File: config.mk
export PLATFORM = sky130hd
export DESIGN_NAME = fetch_unit
export DESIGN_NICKNAME = d
export VERILOG_FILES = /design/src/rtl/fetch_unit.sv
export SDC_FILE = /design/constraint.sdc
export NUM_CORES = 1
export LEC_CHECK = 0
export ABC_AREA = 1
export CELL_PAD_IN_SITES_DETAIL_PLACEMENT = 1
export CELL_PAD_IN_SITES_GLOBAL_PLACEMENT = 1
export CORE_MARGIN = 5
export CORE_UTILIZATION = 35
export CTS_CLUSTER_DIAMETER = 150
export DETAILED_ROUTE_END_ITERATION = 7
export MAX_ROUTING_LAYER = met4
export PLACE_DENSITY = 0.95
export REMOVE_ABC_BUFFERS = 1
export SLEW_MARGIN = 40
export SYNTH_ARGS = -nofsm -noshare
export SYNTH_HDL_FRONTEND = slang
export SYNTH_SLANG_ARGS = --single-unit
export TNS_END_PERCENT = 50
File: constraint.sdc
create_clock -name clk -period 3.1 [get_ports clk]
set_input_delay 0.31 -clock clk [delete_from_list [all_inputs] [get_ports clk]]
set_output_delay 0.31 -clock clk [all_outputs]
set_load 0.005 [all_outputs]
File: src/rtl/fetch_unit.sv
// Instruction fetch front end: issues one memory read at a time from pc and holds
// the returned word for the control unit until it is accepted or squashed by a redirect.
module fetch_unit #(
    parameter logic [31:0] RESET_VECTOR = 32'h0000_0000
) (
    input  logic        clk,
    input  logic        reset,
    output logic        mem_read,
    output logic [31:0] mem_addr,
    input  logic        mem_ack,
    input  logic [31:0] mem_rdata,
    output logic        instr_valid,
    input  logic        instr_ready,
    output logic [31:0] instruction,
    output logic [6:0]  opcode,
    output logic [31:0] pc_out,
    input  logic        pc_write,
    input  logic [31:0] pc_next,
    output logic [31:0] fetch_count
);

    localparam logic [31:0] NOP = 32'h0000_0013;

    // One-hot so mem_read and instr_valid decode from a single flop each.
    typedef enum logic [2:0] {
        IDLE  = 3'b001,
        REQ   = 3'b010,
        VALID = 3'b100
    } state_t;

    state_t      state;
    state_t      state_next;
    logic [31:0] pc;
    logic        kill;
    logic [31:0] redirect_target;
    logic        handshake;
    logic        capture;

    assign redirect_target = {pc_next[31:2], 2'b00};
    assign handshake       = (state == VALID) && instr_ready;
    assign capture         = (state == REQ) && mem_ack && !kill && !pc_write;

    always_ff @(posedge clk) begin
        if (reset) begin
            state <= IDLE;
        end else begin
            state <= state_next;
        end
    end

    always_comb begin
        state_next = state;
        case (state)
            IDLE: begin
                if (!pc_write) begin
                    state_next = REQ;
                end
            end
            REQ: begin
                if (mem_ack) begin
                    state_next = capture ? VALID : IDLE;
                end
            end
            VALID: begin
                if (pc_write || instr_ready) begin
                    state_next = IDLE;
                end
            end
            default: state_next = IDLE;
        endcase
    end

    always_comb begin
        mem_read    = state[1];
        instr_valid = state[2];
        opcode      = instruction[6:0];
    end

    always_ff @(posedge clk) begin
        if (reset) begin
            pc          <= RESET_VECTOR;
            mem_addr    <= RESET_VECTOR;
            kill        <= 1'b0;
            instruction <= NOP;
            pc_out      <= RESET_VECTOR;
            fetch_count <= 32'd0;
        end else begin
            if ((state == IDLE) && !pc_write) begin
                mem_addr <= pc;
            end

            if (pc_write) begin
                pc <= redirect_target;
            end else if (handshake) begin
                pc <= pc + 32'd4;
            end

            if (handshake) begin
                fetch_count <= fetch_count + 32'd1;
            end

            // A redirect while a read is in flight cannot cancel the bus cycle,
            // so remember to throw the response away when it arrives.
            if (state == REQ) begin
                if (mem_ack) begin
                    kill <= 1'b0;
                end else if (pc_write) begin
                    kill <= 1'b1;
                end
            end

            if (capture) begin
                instruction <= mem_rdata;
                pc_out      <= mem_addr;
            end
        end
    end

endmodule

==> metrics list, run 1 <==
* Stage delay of the slowest cell on the critical path: 490 ps
* Number of buffers inserted for hold repair after clock tree synthesis: 0
- For the pin with the worst max-slew slack, the measured transition is 772 ps.
- Most common library cell in the layout ignoring fill and taps: sky130_fd_sc_hd__nand2_1
- Logic depth of the worst setup path including buffers: 10
- Placement Rows: 53
* Maximum net fanout on the critical path: 6
- From synthesis to final layout, the design area changed by 37.3%.
- Summed over all cells, the static leakage comes to 3.87 nW.
- For this run, the share of the core covered by cells in the final layout is 48.4%.
* Top flip-flop cell by instance count after synthesis: sky130_fd_sc_hd__dfxtp_1
- Hold worst-path end: instruction[2]
- The first routing iteration left 275 violations.
- Worst path setup slack after routing: 811 ps
* Final TNS setup: 0 ps
- The number of antenna violations at the first check in global routing was 1.
- Number of enable-type register cells in the synthesized netlist: 0
* Total power divided by cell area: 473 mW/mm2
- Path class of the lowest-slack min-delay path: input port to flip-flop
* Switch share: 23.8%
- Excluding fillers, the count of instances in the completed layout stands at 1565.
- Buf/Inv on CP: 1
- Router iterations before antenna repair: 4
- Per report_power, the combinational group accounts for 8.3% of the total.
- Synthesis-stage register bit count: 158
* Internal Pwr Total: 0.00364 W
* Highest-count cells in the layout ignoring fill and taps: 280 x sky130_fd_sc_hd__nand2_1, 229 x sky130_fd_sc_hd__nor2_1, 198 x sky130_fd_sc_hd__clkdlybuf4s50_1
- STA classifies the critical path endpoint as a flip-flop.
* Clock network power share: 46.8%
- Critical register-to-register path startpoint: pc[2]
- Once detailed placement completed, the half-perimeter wirelength came to 18300 um.
- The floorplan step set the die width to 155 um.
- In this run the tightest slew margin relative to its limit is 48.5%.
- Post-CTS timing repair inserted 0 buffers for setup.
* CTS clock-pin slew for the worst setup and hold paths: 70 ps
* Final-report hold violation count: 0
* Hold path start: mem_rdata[2]
* Shortest period the worst path allows: 2290 ps
- Final setup violation count: 0
- Critical path's top delay family: simple AND/OR/NAND/NOR gates
- The number of clock buffers added by TritonCTS is 17.
* Max-cap viol count: 0
- Max Transition Viols Final: 0
- Reg2Reg Capture Point: pc[22]
- Net Sw Power: 0.00114 W
- Filler cells: 2666
- Across the VDD grid, the largest voltage drop is 0.000372 V.
- Post-placement setup slack: 537 ps
- Avg Cell Area, Syn: 6.65 um2
- Setup repair after global routing left no endpoint under its margin.
* Area of the mapped netlist: 0.00735 mm2
- At the end of routability-driven placement, the weighted congestion stood at 0.920.
* Flop pwr share: 44.9%
- The via count of the first global-routing pass came to 8458.
* Period utilization: 73.8%
* Worst endpoint data arrival time: 2620 ps
- Vias post-DR: 7886
- The final layout contains routed wiring with a total length of 25900 um.
- PostCTS Resize Cnt: 0
- Clock Latency Late Sink: 430 ps
- Run status: complete, no violations
- Post-Route Hold Slack: 457 ps
* Share of synthesized flip-flops with an asynchronous set or reset: 0%
- Maximum achievable frequency: 0.437 GHz
- Entering global routing, the biggest net connects 76 pins.
* Post-Route Skew: 12.0 ps
- TritonCTS built the clock tree.
- Clock H-tree levels: 4
- Number of sinks driven by the clock tree: 158
- Top Ports: 206
- After technology mapping, the gate count stands at 1105.
* Worst Hold Path Cells: 3
- Sequential elements use 43.0% of the synthesized area.
- The count of nets left with antenna violations once routing finished came out at 0.
- Nature of the critical path startpoint: flip-flop
- The root buffer cell chosen for the clock tree is sky130_fd_sc_hd__clkbuf_16.
* Cell-by-cell listing of the critical path: ha_1 -> nand2_1 -> nor2_1 -> nand3_1 -> nor2_1 -> nand3_1 -> nand2_1 -> nand3_1 -> nand2_1 -> inv_1
* Count of buffers inserted at the top-level ports: 199
- Number of design rule violations left after detail routing: 0
- Number of placed cells counting well taps: 1534
- No sink is reached through more buffers than the 2 on the longest clock path.
- Number of library cell types mapped by synthesis: 33
- The die covers 0.0240 mm2.
- For this run the aggregate overflow at the end of global routing stands at 0.
- Floorplan Core Area: 0.0208 mm2
- Yosys printed 0 warnings.
* Number of nets in the finished design: 1349
* First-pass GRT wire length: 42200 um
- Slowest stage cell, crit path: sky130_fd_sc_hd__nor2_1
- Routed wirelength normalized by instance count: 16.5 um
- STA puts the critical path data required time at 3440 ps.
* Initial standard-cell utilization of the core: 35.3%
* Register-to-register setup slack: 810 ps
* Worst Reg2Reg Path Length in Cells: 10
- The post-route netlist has 3.96% of its cells at a drive strength greater than 1.
- In the routed layout, each cell is associated on average with a via count of 5.04.
* Vertical die dimension: 155 um
- Worst Setup Path Type: flip-flop to flip-flop
- GRT Total Usage: 22.2%
==> worst register-to-register path, delay by kind of cell (launching register included) <==
family        cells  cell delay (ps)
buf+inv           1               30
fa+ha+maj         1              210
flops             1              420
simple gates      8             1520
==> how the worst max path moves through the flow <==
stage,from,endpoint
2_1_floorplan,state[1],mem_addr[31]
3_3_place_gp,pc_write,pc[12]
3_5_place_dp,pc_write,pc[12]
4_1_cts,pc[2],pc[22]
5_1_grt,pc[2],pc[22]
6_report,pc[2],pc[22]
==> metal layers <==
layer	part of all wire, %	global-route usage [%]	up-vias	routed length [um]
met4	2.7	7.65	0	697
met1	42	25.1	3772	10800
met3	4.3	4.23	52	1120
met2	51	39.3	203	13300
met5	0	-	-	0
li1	-	-	3859	-
==> area by class of cell <==
| cell class | count | area [um2] | share of cell area [%] |
|---|---|---|---|
| Antenna cell | 1 | 2.50 | 0.0248 |
| Clock buffer | 20 | 447 | 4.43 |
| Clock inverter | 10 | 164 | 1.62 |
| Tap cell | 275 | 344 | 3.41 |
| Timing Repair Buffer | 212 | 2100 | 20.8 |
| Sequential cell | 158 | 3160 | 31.4 |
| Inverter | 72 | 270 | 2.68 |
| Multi-Input combinational cell | 817 | 3600 | 35.7 |
==> synth_stat cells (all sizes together), types with 5 or more instances <==
cell	number	area, um2
nand2	281	1060
o21ai	87	435
nand4	5	31.3
clkbuf	34	134
nand3	80	405
nor2	231	870
nor3	9	61.3
xor2	10	87.6
a21oi	82	410
dfxtp	158	3160
buf	27	198
nand3b	11	82.6
inv	70	263
==> cell families (layout without fill, tap and decap cells) <==
logic type | count (synthesis) | in the layout | synth area share [%]
AND/OR/NAND/NOR | 620 | 620 | 34.4
AO/OA/AOI/OAI | 177 | 177 | 12.3
flip-flops | 158 | 158 | 43.0
buffers and inverters | 133 | 314 | 8.19
XOR/XNOR | 14 | 14 | 1.67
adder cells (fa/ha/maj) | 2 | 2 | 0.340
other | 1 | 5 | 0.0510
==> power by group through the flow <==
stage	Combinational [W]	Clock (W)	Sequential, W
floorplan	0.000150	0	0.00217
global placement	0.000380	0	0.00218
CTS	0.000398	0.00227	0.00214
detailed placement	0.000392	0	0.00219
global route	0.000434	0.00237	0.00215
finish	0.000394	0.00224	0.00214
==> registers in the layout, indices dropped and copies added, names as in the netlist <==
name / count
fetch_count: 32
instruction: 32
mem_addr: 30
pc: 30
pc_out: 30
state: 3
kill: 1
==> through the flow <==
stage	total power [W]	area (um2)
finish	0.00477	10100
global route	0.00495	10100
CTS	0.00481	10100
detailed placement	0.00258	9470
global placement	0.00256	9470
floorplan	0.00232	7030
(Power assumes the default switching activity.)
==> run 2: changes to the inputs <==
CORE_UTILIZATION = 33   (was 35)
PLACE_DENSITY = 0.91   (was 0.95)
clock period = 2.33 ns   (was 3.1 ns; I/O delays follow)
==> metrics list, run 2 (synthesis gave the netlist of run 1 again) <==
* Violation count after the first detailed-route iteration: 377 (was 275)
- The number of placed I/O pins is 206 (unchanged).
* Reg2Reg Capture Point: pc[22] (unchanged)
- The class of the worst hold path was input port to flip-flop (unchanged).
- The total wire length was 26000 um (was 25900 um).
- The x dimension of the die is 159 um (was 155 um).
* Share of final-layout standard cells stronger than drive strength 1: 4.99% (was 3.96%)
* Slew HR: 64.7% (was 48.5%)
- The clock root buffer is sky130_fd_sc_hd__clkbuf_16 (unchanged).
* Regs by FF count: fetch_count x32, instruction x32 (unchanged)
- The start point of the critical path is pc[2] (unchanged).
- The clock sink count was 158 (unchanged).
* Worst endpoint data arrival time: 2300 ps (was 2620 ps)
* Type of destination of the critical path: flip-flop (unchanged)
- Period utilization: 84.5% (was 73.8%)
- Floorplan Core Area: 0.0219 mm2 (was 0.0208 mm2)
* Vias in the first global route: 8448 (was 8458)
- The transition at the pin with the smallest max-transition slack is 527 ps (was 772 ps).
* CTS tree: yes (unchanged)
- RSZ-0062 raised after global routing: no (unchanged)
- Post-Route Skew: 13.5 ps (was 12.0 ps)
- Antenna diodes: 0 (was 1)
- Max Transition Viols Final: 0 (unchanged)
* Max-cap viol count: 0 (unchanged)
* Hold worst-path end: pc[24] (was instruction[2])
* Final cell count without fillers: 1582 (was 1565)
- Worst Setup Path Type: flip-flop to flip-flop (unchanged)
* Utilization after layout: 46.5% (was 48.4%)
* IR drop worst, VDD: 0.000430 V (was 0.000372 V)
- The iteration count of the initial detailed-routing pass is 5 (was 4).
- The per-cell via count in the routed design is 4.99 (was 5.04).
- The starting utilization of the core area came to 33.6% (was 35.3%).
- Post-detail-place hpwl: 19100 um (was 18300 um)
- Nature of the critical path startpoint: flip-flop (unchanged)
- Maximum net fanout on the critical path: 6 (unchanged)
* CTS clock-pin slew for the worst setup and hold paths: 70 ps (about the same)
- Total power divided by cell area: 608 mW/mm2 (was 473 mW/mm2)
- Remaining antenna violation count after routing: 0 (unchanged)
- Register-to-register setup slack: 360 ps (was 810 ps)
- Worst Reg2Reg Path Length in Cells: 10 (unchanged)
* Layout area overhead: 38.4% (was 37.3%)
- Most common library cell in the layout ignoring fill and taps: sky130_fd_sc_hd__nand2_1 (unchanged)
* Maximum achievable frequency: 0.508 GHz (was 0.437 GHz)
* Clock H-tree levels: 4 (unchanged)
- The number of antenna violations at the first check in global routing came to 0 (was 1).
- The count of unresolved DRC violations after routing came to 0 (unchanged).
- Hold path start: reset (was mem_rdata[2])
- The count of buffers from port buffering came to 199 (unchanged).
- Remaining global-route overflow: 0 (unchanged)
- The hold buffer count at cts was 0 (unchanged).
- Vias post-DR: 7888 (was 7886)
- The worst reg2reg path startpoint is pc[2] (unchanged).
* Number of nets in the finished design: 1360 (was 1349)
- The data required time at the worst endpoint is 2660 ps (was 3440 ps).
- Placement Rows: 54 (was 53)
- The worst hold path depth was 3 (unchanged).
- The final estimated routing congestion in global placement is 0.889 (was 0.920).
- Run status: complete, no violations (unchanged).
- The post-layout total power is 0.00618 W (was 0.00477 W).
- Clock buffers created by TritonCTS: 17 (unchanged)
- The total global-route track usage was 20.8% (was 22.2%).
* Pin count of the biggest net entering global routing: 76 (unchanged)
- Area of the die: 0.0254 mm2 (was 0.0240 mm2)
- The post-route worst hold slack is 301 ps (was 457 ps).
- Clock Latency Late Sink: 430 ps (about the same)
- Number of placed cells counting well taps: 1550 (was 1534)
- Shortest period the worst path allows: 1970 ps (was 2290 ps)
- The number of setup violations in the final report came to 0 (unchanged).
* PostCTS Resize Cnt: 0 (unchanged)
- The average wire per cell in the routed design came to 16.4 um (was 16.5 um).
* First-pass GRT wire length: 42900 um (was 42200 um)
- The die extent in y came to 159 um (was 155 um).
- Highest-count cells in the layout ignoring fill and taps: 280 x sky130_fd_sc_hd__nand2_1, 229 x sky130_fd_sc_hd__nor2_1, 198 x sky130_fd_sc_hd__clkdlybuf4s50_1 (unchanged)
- The worst-case clock buffer depth was 2 (unchanged).
- The static leakage came to 3.92 nW (was 3.87 nW).
- Post-CTS setup buffers: 0 (unchanged)
- The number of hold violations in the final report is 0 (unchanged).
## run 2: cell types whose count changed in the layout (fill, tap and decap cells not counted), sizes merged
cell    change
buf        +11
clkinv      +5
bufinv      -2
clkbuf      -1
diode       -1
## run 2: critical path, cell delays in order (launching register included)
cell and delay (ps):
sky130_fd_sc_hd__dfxtp_1 410, sky130_fd_sc_hd__ha_1 210, sky130_fd_sc_hd__nand2_1 80, sky130_fd_sc_hd__nor2_1 170
sky130_fd_sc_hd__nand3_1 190, sky130_fd_sc_hd__nor2_1 410, sky130_fd_sc_hd__nand3_1 120, sky130_fd_sc_hd__nand2_1 80
sky130_fd_sc_hd__nand3_1 70, sky130_fd_sc_hd__nand2_1 70, sky130_fd_sc_hd__inv_1 40
## run 2: worst max path at each step
stage                            endpoint  cells past startpoint
after floorplan              mem_addr[31]                      6
after global routing      fetch_count[22]                     10
after detailed placement           pc[12]                      8
final                              pc[22]                     10
after global placement             pc[12]                      8
after CTS                          pc[22]                     10
## run 2: per-layer routing
layer	track usage (%)	part of all wire (%)
met1	23.5	43
met2	37.2	51
met3	4.17	4.1
met4	6.20	2.0
met5	-	0
## run 2: per-stage QoR
step	worst slack, ps	setup TNS (ps)	instance area, um2
2_1_floorplan	-413	-21470	7030
3_3_place_gp	348	0	9590
3_5_place_dp	248	0	9590
4_1_cts	348	0	10200
5_1_grt	200	0	10200
6_report	361	0	10200
## run 2: layout make-up
cell class | instances | area, um2
clock inverter | 13 | 140
timing repair buffer | 223 | 2200
inverter | 72 | 270
fill | 2780 | 11700
multi-input combinational | 817 | 3600
clock buffer | 19 | 443
sequential | 158 | 3160
tap | 280 | 350
## run 2: report_power, final
group | switching (W) | total, W | internal, W | leakage, nW
registers | 0.0000760 | 0.00285 | 0.00277 | 1.28
clock network | 0.00119 | 0.00279 | 0.00161 | 0.287
logic | 0.000269 | 0.000534 | 0.000265 | 2.35
==> run 3: changes to the inputs <==
CORE_UTILIZATION = 30   (was 33)
PLACE_DENSITY = 0.87   (was 0.91)
clock period = 1.8 ns   (was 2.33 ns; I/O delays follow)
==> metrics list, run 3 (synthesis gave the netlist of run 1 again) <==
- Storage element area: 0.00317 mm2 (was 0.00316 mm2)
* Router iterations before antenna repair: 4 (was 5)
* Chip Width: 167 um (was 159 um)
- Vias in the first global route: 8418 (was 8448)
- The post-layout total power was 0.00806 W (was 0.00618 W).
* Final setup violation count: 0 (unchanged)
- Remaining global-route overflow: 0 (unchanged)
- Routed wirelength normalized by instance count: 16.4 um (about the same)
- The final standard cell area without fillers is 0.0105 mm2 (was 0.0102 mm2).
* Clock H-tree levels: 4 (unchanged)
- The category of the most critical setup path was flip-flop to flip-flop (unchanged).
- The number of max-cap violations is 0 (unchanged).
- Final-report hold violation count: 0 (unchanged)
* Floorplan Core Area: 0.0242 mm2 (was 0.0219 mm2)
- CTS tree: yes (unchanged)
* Highest-count cells in the layout ignoring fill and taps: 280 x sky130_fd_sc_hd__nand2_1, 222 x sky130_fd_sc_hd__nor2_1, 198 x sky130_fd_sc_hd__clkdlybuf4s50_1 (was 280 x sky130_fd_sc_hd__nand2_1, 229 x sky130_fd_sc_hd__nor2_1, 198 x sky130_fd_sc_hd__clkdlybuf4s50_1)
* Initial standard-cell utilization of the core: 30.3% (was 33.6%)
- Area of the die: 0.0277 mm2 (was 0.0254 mm2)
* Violation count after the first detailed-route iteration: 348 (was 377)
- Root Buffer: sky130_fd_sc_hd__clkbuf_16 (unchanged)
- CTS clock-pin slew for the worst setup and hold paths: 70 ps (about the same)
- Required time at the endpoint of the critical path: 2130 ps (was 2660 ps)
* Max Transition Viols Final: 0 (unchanged)
* Pin count of the biggest net entering global routing: 58 (was 76)
* Layout area overhead: 43.1% (was 38.4%)
- The total negative slack for setup checks was 0 ps (unchanged).
* Run status: complete, no violations (unchanged)
- The sum of net half-perimeters after detailed placement came to 19700 um (was 19100 um).
* Wire length after detailed routing: 27200 um (was 26000 um)
- Area of combinational cells with multiple inputs: 0.00364 mm2 (was 0.00360 mm2)
- Maximum net fanout on the critical path: 6 (unchanged)
- The fill cell instance count of the final layout came to 3044 (was 2780).
* Initial antenna violation count: 0 (unchanged)
- Clock buffers created by TritonCTS: 17 (unchanged)
- Net Sw Power: 0.00204 W (was 0.00153 W)
- Post-place instance area: 0.00980 mm2 (was 0.00959 mm2)
- Share of final-layout standard cells stronger than drive strength 1: 8.28% (was 4.99%)
- The portion of total power attributed to combinational logic is 9.0% (was 8.6%).
* Clock Path Buffers: 2 (unchanged)
- Path class of the lowest-slack min-delay path: input port to flip-flop (unchanged)
- The power share of the sequential group came to 45.8% (was 46.1%).
* Total power divided by cell area: 766 mW/mm2 (was 608 mW/mm2)
- IR drop worst, VDD: 0.000481 V (was 0.000430 V)
- Antenna diodes: 0 (unchanged)
- Vias post-DR: 7958 (was 7888)
* Regs by FF count: fetch_count x32, instruction x32 (unchanged)
- Leakage dissipation: 4.07 nW (was 3.92 nW)
- Placement Rows: 57 (was 54)
- Post-Route Skew: 13.3 ps (was 13.5 ps)
- Vias per cell: 4.81 (was 4.99)
- Count of buffers inserted at the top-level ports: 199 (unchanged)
- The fraction of power spent switching nets was 25.4% (was 24.8%).
- Internal Pwr Total: 0.00601 W (was 0.00465 W)
- Nature of the critical path startpoint: flip-flop (unchanged)
- The worst endpoint data arrival time came to 2060 ps (was 2300 ps).
- Maximum achievable frequency: 0.577 GHz (was 0.508 GHz)
* Remaining antenna violation count after routing: 0 (unchanged)
- Number of design rule violations left after detail routing: 0 (unchanged)
- The type of destination of the critical path is a flip-flop (unchanged).
- Clock Latency Late Sink: 430 ps (about the same)
* Final weighted congestion in routability-driven placement: 0.886 (was 0.889)
* Top Ports: 206 (unchanged)
* Most common library cell in the layout ignoring fill and taps: sky130_fd_sc_hd__nand2_1 (unchanged)
- The hold buffer count at cts was 0 (unchanged).
- Shortest period the worst path allows: 1730 ps (was 1970 ps)
* GRT Total Usage: 19.6% (was 20.8%)
- The global-route wire length before repair was 43400 um (was 42900 um).
- The die extent in y was 167 um (was 159 um).
* Number of nets in the finished design: 1387 (was 1360)
- Period utilization: 96.3% (was 84.5%)
* Clock network power share: 45.2% (about the same)
- Register-to-register setup slack: 70 ps (was 360 ps)
- The clock sink count came to 158 (unchanged).
-- run 3: cell types whose count changed in the layout (fill, tap and decap cells not counted), sizes merged --
| cell | previous run | this run |
|---|---|---|
| clkinv | 11 | 7 |
| clkbuf | 19 | 22 |
| buf | 25 | 51 |
| clkinvlp | 1 | 2 |
| inv | 71 | 73 |
| bufinv | 2 | 1 |
-- run 3: worst max-delay path, cell delays in order (launching register included) --
cell and delay [ps]:
sky130_fd_sc_hd__dfxtp_1 350, sky130_fd_sc_hd__nor2_1 180, sky130_fd_sc_hd__nand3_2 180, sky130_fd_sc_hd__buf_4 220, sky130_fd_sc_hd__nor2_2 150, sky130_fd_sc_hd__nand4_1 220, sky130_fd_sc_hd__nor2_2 160, sky130_fd_sc_hd__nand2_1 70
sky130_fd_sc_hd__nand2_1 60, sky130_fd_sc_hd__nor2_1 40
-- run 3: metal layers --
metal | vias to the layer above | GRT usage (%) | wire, um
met5 | - | - | 0
met4 | 0 | 5.23 | 442
met3 | 32 | 3.96 | 1060
met2 | 180 | 34.8 | 13800
met1 | 3808 | 22.5 | 11900
li1 | 3938 | - | -
-- run 3: final cells by class --
class	instances	area share, %
Tap cell	324	3.85
Timing Repair Buffer	250	23.2
Sequential cell	158	30.2
Multi-Input combinational cell	817	34.6
Inverter	72	2.61
Clock inverter	11	0.999
Clock buffer	21	4.57
-- run 3: timing repair --
| action | CTS | global route |
|---|---|---|
| endpoints found under the hold margin | 0 | 0 |
| cloned | 0 | 1 |
| pin swaps | 0 | 5 |
| endpoints found under the setup margin | 1 | 62 |
| gates resized for setup | 1 | 19 |
| setup buffers | 0 | 6 |
-- run 3: worst paths after layout --
path | to | startpoint | cells after the start
hold reg to reg | pc_out[31] | mem_addr[31] | 2
setup reg to reg | fetch_count[22] | state[0] | 9
hold / removal | pc[12] | reset | 3
setup / recovery | fetch_count[22] | state[0] | 9
-- run 3: through the flow --
step / util [%] / hold slack (ps) / instances / setup slack, ps
after floorplan: - / 249 / 1047 / -943
after global placement: 40.4 / 463 / 1614 / -16.1
after detailed placement: 40.4 / 465 / 1614 / -77.9
after CTS: 42.8 / 259 / 1646 / 19.7
after global routing: 43.4 / 290 / 1653 / -52.8
final: 43.4 / 270 / 1653 / 66.8
-- run 3: power by group through the flow --
stage	clock [W]	sequential (W)	combinational, W
after floorplan	0	0.00374	0.000258
after global placement	0	0.00376	0.000691
after detailed placement	0	0.00376	0.000713
after CTS	0.00372	0.00368	0.000722
after global routing	0.00388	0.00370	0.000794
final	0.00364	0.00369	0.000725
